## config.mk

```make
export PLATFORM = sky130hd
export DESIGN_NAME = arb16_rr4
export DESIGN_NICKNAME = d
export VERILOG_FILES = /design/src/rtl/arb16_rr4_pkg.sv /design/src/rtl/arb16_rr4_pick.sv /design/src/rtl/arb16_rr4.sv
export SDC_FILE = /design/constraint.sdc
export NUM_CORES = 1
export LEC_CHECK = 0
export CAP_MARGIN = 0
export CORE_ASPECT_RATIO = 0.75
export CORE_MARGIN = 2
export CORE_UTILIZATION = 25
export DETAILED_ROUTE_END_ITERATION = 10
export GPL_ROUTABILITY_DRIVEN = 0
export PLACE_DENSITY = 0.57
export SYNTH_ARGS = -nofsm -noshare
export SYNTH_HDL_FRONTEND = slang
export SYNTH_SLANG_ARGS = --single-unit
```

## constraint.sdc

```tcl
create_clock -name clk -period 3.5 [get_ports clk]
set_input_delay 0.35 -clock clk [delete_from_list [all_inputs] [get_ports clk]]
set_output_delay 0.35 -clock clk [all_outputs]
set_load 0.01 [all_outputs]
```

## src/rtl/arb16_rr4_pkg.sv

```systemverilog
// Shared types and constants for the 4-requester round-robin arbiter with
// lockable grants.
package arb16_rr4_pkg;

  localparam int ARB_NREQ  = 4;
  localparam int ARB_WIDTH = 16;

  // Requester index; four requesters, so two bits.
  typedef logic [1:0] req_idx_t;

  // Grant ownership state: free arbitration or held by one requester.
  typedef enum logic {
    ARB  = 1'b0,
    LOCK = 1'b1
  } arb_state_t;

  // Contents of the single output register.
  typedef struct packed {
    logic [ARB_WIDTH-1:0] data;
    req_idx_t             src;
  } out_beat_t;

endpackage

```

## src/rtl/arb16_rr4_pick.sv

```systemverilog
// rr_pick4: combinational round-robin picker over four requests. The search
// starts at ptr+1 and wraps, so the most recent winner is tried last.
module rr_pick4
  import arb16_rr4_pkg::*;
(
  input  logic [3:0] req,
  input  req_idx_t   ptr,
  output logic [3:0] gnt,
  output req_idx_t   idx,
  output logic       any
);

  // Walk the four candidates in priority order; the first live request wins.
  always_comb begin
    gnt = '0;
    idx = '0;
    any = 1'b0;
    for (int k = 1; k <= 4; k++) begin
      req_idx_t cand;
      cand = ptr + req_idx_t'(k);
      if (!any && req[cand]) begin
        any       = 1'b1;
        idx       = cand;
        gnt[cand] = 1'b1;
      end
    end
  end

endmodule

```

## src/rtl/arb16_rr4.sv

```systemverilog
// arb16_rr4: four requesters share one registered output port. Round-robin
// arbitration, with a requester able to hold the grant across beats via
// req_lock. One output register gives 1-cycle latency and full throughput.
module arb16_rr4
  import arb16_rr4_pkg::*;
#(
  parameter int NREQ  = ARB_NREQ,
  parameter int WIDTH = ARB_WIDTH
) (
  input  logic                  clk,
  input  logic                  rst_n,
  input  logic [NREQ-1:0]       req_valid,
  input  logic [NREQ*WIDTH-1:0] req_data,
  input  logic [NREQ-1:0]       req_lock,
  output logic [NREQ-1:0]       req_ready,
  output logic                  out_valid,
  output logic [WIDTH-1:0]      out_data,
  output logic [1:0]            out_src,
  input  logic                  out_ready,
  output logic                  locked
);

  arb_state_t               state;
  req_idx_t                 owner;
  req_idx_t                 ptr;
  out_beat_t                beat;
  logic                     vld;

  logic [NREQ-1:0]          lock_mask;
  logic [NREQ-1:0]          eff_req;
  logic [NREQ-1:0]          gnt;
  req_idx_t                 win;
  logic                     win_any;
  logic                     can_accept;
  logic                     in_xfer;
  logic                     out_xfer;
  logic [NREQ-1:0][WIDTH-1:0] words;

  assign words = req_data;

  // While locked, only the owner is visible to the picker; others are masked
  // out even when the owner has nothing to send.
  always_comb begin
    lock_mask        = '0;
    lock_mask[owner] = 1'b1;
    eff_req          = (state == LOCK) ? (req_valid & lock_mask) : req_valid;
  end

  rr_pick4 u_pick (
    .req (eff_req),
    .ptr (ptr),
    .gnt (gnt),
    .idx (win),
    .any (win_any)
  );

  assign can_accept = !vld || out_ready;
  assign out_xfer   = vld && out_ready;

  // Grant is combinational; suppressed during reset so nothing is accepted
  // before the first post-reset cycle.
  always_comb begin
    req_ready = '0;
    if (rst_n && can_accept && win_any) req_ready = gnt;
  end

  assign in_xfer = |req_ready;

  // Output register and round-robin pointer: load on an input transfer,
  // empty on a drain without refill, hold otherwise.
  always_ff @(posedge clk or negedge rst_n) begin
    if (!rst_n) begin
      vld  <= 1'b0;
      beat <= '0;
      ptr  <= 2'd3;
    end else if (in_xfer) begin
      vld       <= 1'b1;
      beat.data <= words[win];
      beat.src  <= win;
      ptr       <= win;
    end else if (out_xfer) begin
      vld <= 1'b0;
    end
  end

  // Lock FSM: req_lock only matters on the cycle its owner transfers.
  always_ff @(posedge clk or negedge rst_n) begin
    if (!rst_n) begin
      state  <= ARB;
      owner  <= '0;
      locked <= 1'b0;
    end else begin
      case (state)
        ARB: begin
          if (in_xfer && req_lock[win]) begin
            state  <= LOCK;
            owner  <= win;
            locked <= 1'b1;
          end
        end
        LOCK: begin
          if (in_xfer && !req_lock[win]) begin
            state  <= ARB;
            locked <= 1'b0;
          end
        end
        default: begin
          state  <= ARB;
          locked <= 1'b0;
        end
      endcase
    end
  end

  assign out_valid = vld;
  assign out_data  = beat.data;
  assign out_src   = beat.src;

endmodule

```

Word level (Yosys, flattened, before mapping)
Index checks and enable logic that the tools add are counted.

Output and inout port bits: 24. Logic and storage cells: 95. Bits of input ports: 75. Register bits: 25.

Add/sub/neg operators: 3. Multiplexer cells: 44. Reductions and logical operators: 23. Magnitude comparators: 11. Equal/unequal tests: 2. Bitwise logic cells: 5.

Operator list (number): $bmux W16 S2 (1); $mux W4 (6); $mux W1 (20); $lt A2 B3 Y1 const B (6); $mux W16 (1); $logic_and A1 B1 Y1 (13); $or A4 B4 Y4 (3); $bmux W1 S2 (5); $demux W1 S2 (5); $ge A2 B1 Y1 const B (5); $mux W2 (4); $logic_not A1 Y1 (5); $add A2 B2 Y2 const B (2); $and A4 B4 Y4 (1); $pmux W1 S2 (2); $reduce_and A2 Y1 (2); $reduce_or A4 Y1 (1); $add A2 B1 Y2 const B (1); $ne A2 B1 Y1 const B (1); $ne A2 B2 Y1 const B (1); $reduce_bool A2 Y1 (1); $logic_or A1 B1 Y1 (1); $not A1 Y1 (1).

Depth between registers and ports, before layout
Depth after elaboration: 24. Mapped depth: 13. Depth with buffers taken out: 10.

Modules after synthesis
Synthesis repeated with hierarchy kept, for this count alone.

Cells, all modules: 180. Area total of the unflattened synthesis: 2184.6 um^2.

By module, submodules not included: arb16_rr4 (area each 1555.2 um^2, instances 1, cells an instance 94); rr_pick4 (area each 629.4 um^2, instances 1, cells an instance 86).

Least setup slack after synthesis
OpenSTA, ideal clock, no wires.

Path type: reg-to-reg. Start point: reg ptr[1]. End point: reg owner[0]. Clock period less this slack: 3237 ps. Path slack: 263 ps. Data arrival time: 3112 ps. Stages on the path, launching flop included: 12. Data required time: 3375 ps. Buffers on the path: 1. Cell sequence: dfstp_2 -> clkbuf_1 -> inv_1 -> ha_1 -> inv_1 -> o2111a_1 -> o221ai_1 -> o21ai_0 -> o2111ai_1 -> mux2i_1 -> nand3_4 -> mux2_4.

Longest elaborated chain between the ends: 18. Elaborated cells between the ends (all ways): 59.

Ends and longest elaborated chain: start: declaration (line arb16_rr4.sv:25) `req_idx_t ptr;`; start signal: assignment (line arb16_rr4.sv:80) `ptr <= win;`; parallel branches: the longest is 18 deep, another holds $lt A2 B3 Y1; end signal: assignment (line arb16_rr4.sv:97) `owner <= win;`; end: declaration (line arb16_rr4.sv:24) `req_idx_t owner;`.

Parallel ways; which one is timed is not known. The select of a mux whose other input is x is not followed. A chain may end at the register's enable or synchronous reset.

Final worst setup path
Start point: reg ptr[0]. End point: out req_ready[1].

Longest elaborated chain between the ends: 15. Elaborated cells between the ends (all ways): 50.

Ends and longest elaborated chain: parallel branches: the longest is 14 deep, another holds $lt A2 B3 Y1; $mux W4 * (line arb16_rr4.sv:64) `if (rst_n && can_accept && win_any) req_ready = gnt;`; end: declaration (line arb16_rr4.sv:15) `output logic [NREQ-1:0] req_ready,`.

Every way passes the cells marked *. The select of a mux whose other input is x is not followed.

==> summary.txt <==
Yosys
  – Top FF cell, synth: dfrtp_1
  – Simple-Gate Fraction of Synth Area: between 10% and 20%
  – Post-Syn Nets: between 200 and 300
  – Synth Warn #: 0
  – Proportion of synthesized area in mux cells: a little under a third
  – FFs w/ async S/R, synth: 100%
  – Post-Synthesis Cells: 212
  – Sequential element share of the synthesized area: 28.3%
  – Post-synth EDFFs: 0
  – Flops & latches, synth: 25
  – Cell area after synthesis: around 0.0022 sq mm
  – Largest family of logic cells by synthesized area: multiplexers
  – Synth Area in Adders: 4.51%
  – Post-synth cell types: 42
  – Xor/xnor cell area share of the yosys netlist: 0%
  – Syn_area_per_cell: 10.5 sq um
  – Synth Area in Compound Gates: 16.5%

Clock network
  – CTS H-tree lvls: 1
  – Root buf cell: clkbuf_16
  – Clock tree buffer depth: 2
  – Clock transition at path regs: 0.06 ns
  – Worst-Skew Late Latency: 0.26 ns
  – Inserted Clock Buffers: 3
  – Clock tree from TritonCTS: built
  – Hold buffer count at CTS: 0
  – Sinks on Clock Net: 25

Route
  – Residual DRC count: 0
  – Drt via density: 4.70
  – WL final: 6.28 mm
  – Pre-Repair DR Iteration Count: 4
  – Via count: 2,038
  – DRT antenna net count: 0
  – Routed WL per cell: 14.5 microns
  – Initial drt markers: 52

Setup path
  – Slowest CP cell: dfstp_4
  – Critical Path Source: ptr[0]
  – Reg2Reg Launch Point: ptr[0]
  – CP startpoint kind: register
  – CP Max Fanout: 7
  – Top cell family by delay on the critical path: buffers and inverters
  – WP data required: 3.15 ns
  – Critical path's most frequent cell: buf_4
  – Setup CP Type: register to output port
  – Crit path DAT: 3.01 ns
  – CP Capture Type: output port
  – Max incr delay on CP: 0.68 ns
  – Worst path cell trace: buf_4 > nand4b_1 > o211a_1 > or3_4 > a2111oi_4 > buf_4 > a222oi_1 > inv_1 > clkdlybuf4s50_1
  – Bufs and invs on worst path: 4

Finish
  – Diode count: 0
  – Final Cell Area: 0.00360 sq mm
  – Nets: 410
  – Area delta synth->final: 62.0%
  – Final Util: 42.2%
  – Fillers: ~860
  – Layout cells sized above 1: 24.2%

Timing
  – Final Hold Fails: 0
  – Final setup TNS: 0 ns
  – Period Utilization, post-route: between 90% and 100%
  – RSZ-0062 raised after global routing: no
  – Slew @ Worst Pin: slightly above 0.4 ns
  – Slew headroom: 71.6%
  – Count of final max-slew check failures: 0
  – Fmax: 297 MHz
  – Setup violations, final: 0
  – Final setup skew: roughly 0.0038 ns
  – Fin crit period: 3.36 ns
  – Final WS setup: about 0.14 ns

Power and ir drop
  – IR Drop Worst-Case VDD: 445 uV
  – Tot Pwr: roughly 3.9 mW
  – P_leak: 1.51 nW
  – Power Density: 1080 mW/mm^2

Place
  – DP HPWL: about 4.8 mm
  – Dpl ws: -0.00672 ns
  – Post-DP Area: 0.00341 sq mm
  – IO buf count: 98

Floorplanning
  – Row cnt: 29
  – Die Wd: 113 microns
  – Initial Util: 26.0%
  – Die H: 85.6 microns
  – I/O pin cnt: 99
  – Core Box Area: 0.00853 sq mm
  – Die footprint: 0.00966 sq mm

GRT
  – Met2 usage in global routing: 20.7%
  – GRT met3 Usage: under 10%
  – GR Util All Layers: about an eighth
  – GR Overflow Total: 0
  – Vias in the first global route: 2,056
  – First-pass GRT wire length: 10.2 mm
  – Initial antenna violation count: 0
  – Largest net degree at the start of global routing: 35
  – M1 GR Usage: about 17%
  – Gr busiest metal: met2

Run status
  – Outcome: finished, final reports clean

Job
  – Max cap viols: 0

Worst hold path
  – HP Class: primary input to async pin
[area by class of cell]
type	count	area [sq um]	share of cell area, %
multi-input cells	160	1500	41.7
flip-flops and latches	25	632	17.6
repair buffers	123	1200	33.4
clock buffers	4	78.8	2.19
inverters	14	52.6	1.46
well taps	108	135	3.76
[path summary, 6_finish.rpt]
path                                      to  slack [ns]  cells past startpoint
worst min-delay path               out_valid        0.49                      2
max in group asynchronous             ptr[1]        2.71                      2
worst min register to register  out_data[12]        0.51                      1
worst max register to register  out_data[12]        0.26                     12
min in group clk                out_data[12]        0.51                      1
worst max-delay path            req_ready[1]        0.14                      9
[cell usage in the layout (no fill, tap or decap), drive strengths merged, types with 3 or more instances in the layout]
| master | instances |
|---|---|
| a222oi | 4 |
| buf | 25 |
| clkbuf | 4 |
| clkdlybuf4s50 | 95 |
| dfrtp | 23 |
| dlymetal6s2s | 3 |
| ha | 8 |
| inv | 14 |
| mux2 | 35 |
| mux2i | 23 |
| nand2 | 20 |
| nand2b | 3 |
| nand3 | 6 |
| nand4b | 3 |
| nand4bb | 3 |
| o211ai | 6 |
| o21ai | 22 |
| o2bb2ai | 4 |
[cell families after synthesis]
| logic type | count (synthesis) |
|---|---|
| simple gates | 46 |
| compound gates | 48 |
| fa+ha+maj | 8 |
| mux | 58 |
| buf+inv | 27 |
| flops | 25 |
[synthesized netlist by cell type (4+ instances only)]
cell type | number | area [sq um]
dfrtp_1 | 23 | 576
a222oi_1 | 4 | 40.0
mux2_2 | 22 | 248
nand3_1 | 5 | 25.0
clkbuf_1 | 4 | 15.0
nand2_1 | 20 | 75.1
mux2i_1 | 22 | 220
mux2_4 | 13 | 195
ha_1 | 8 | 100
buf_6 | 4 | 45.0
buf_2 | 5 | 25.0
o21ai_0 | 22 | 110
inv_1 | 14 | 52.6
o2bb2ai_1 | 4 | 35.0
[per-layer routing]
metal  share of wire, %  up-vias
li1                   -     1022
met1                 45      952
met2                 47       62
met3                7.9        2
met4               0.38        0
met5                  0        -
[worst register-to-register path, cell delays in order (launching register included)]
cell	delay (ns)
dfstp_4	0.68
buf_4	0.17
nand4b_1	0.14
o211a_1	0.18
or3_4	0.36
a2111oi_4	0.36
buf_4	0.18
a222oi_1	0.09
buf_4	0.16
buf_4	0.13
nand4_4	0.12
buf_4	0.25
mux2_4	0.32
[state kept, by name (all words and copies together) (netlist names), named ones only]
register / count
owner: 2
out_valid: 1
out_data: 16
out_src: 2
ptr: 2
locked: 1
[repair_timing]
action                                  CTS  global route
gates cloned                              0             0
resized for setup                         3             7
endpoints found under the setup margin    4            13
pin swaps                                 1             4
setup buffers                             5             3
[power breakdown]
part	internal [mW]	switching, mW	leakage, nW
clock network	0.156	0.0949	0.0382
registers	0.470	0.140	0.297
logic	1.67	1.37	1.18
[metrics by stage]
| step | cells | hold slack, ns |
|---|---|---|
| CTS | 431 | 0.514 |
| global route | 434 | 0.524 |
| global placement | 422 | 0.491 |
| finish | 434 | 0.495 |
| detailed placement | 422 | 0.495 |
| floorplan | 212 | 0.0544 |
No activity file was read; power rests on OpenSTA's default activity.
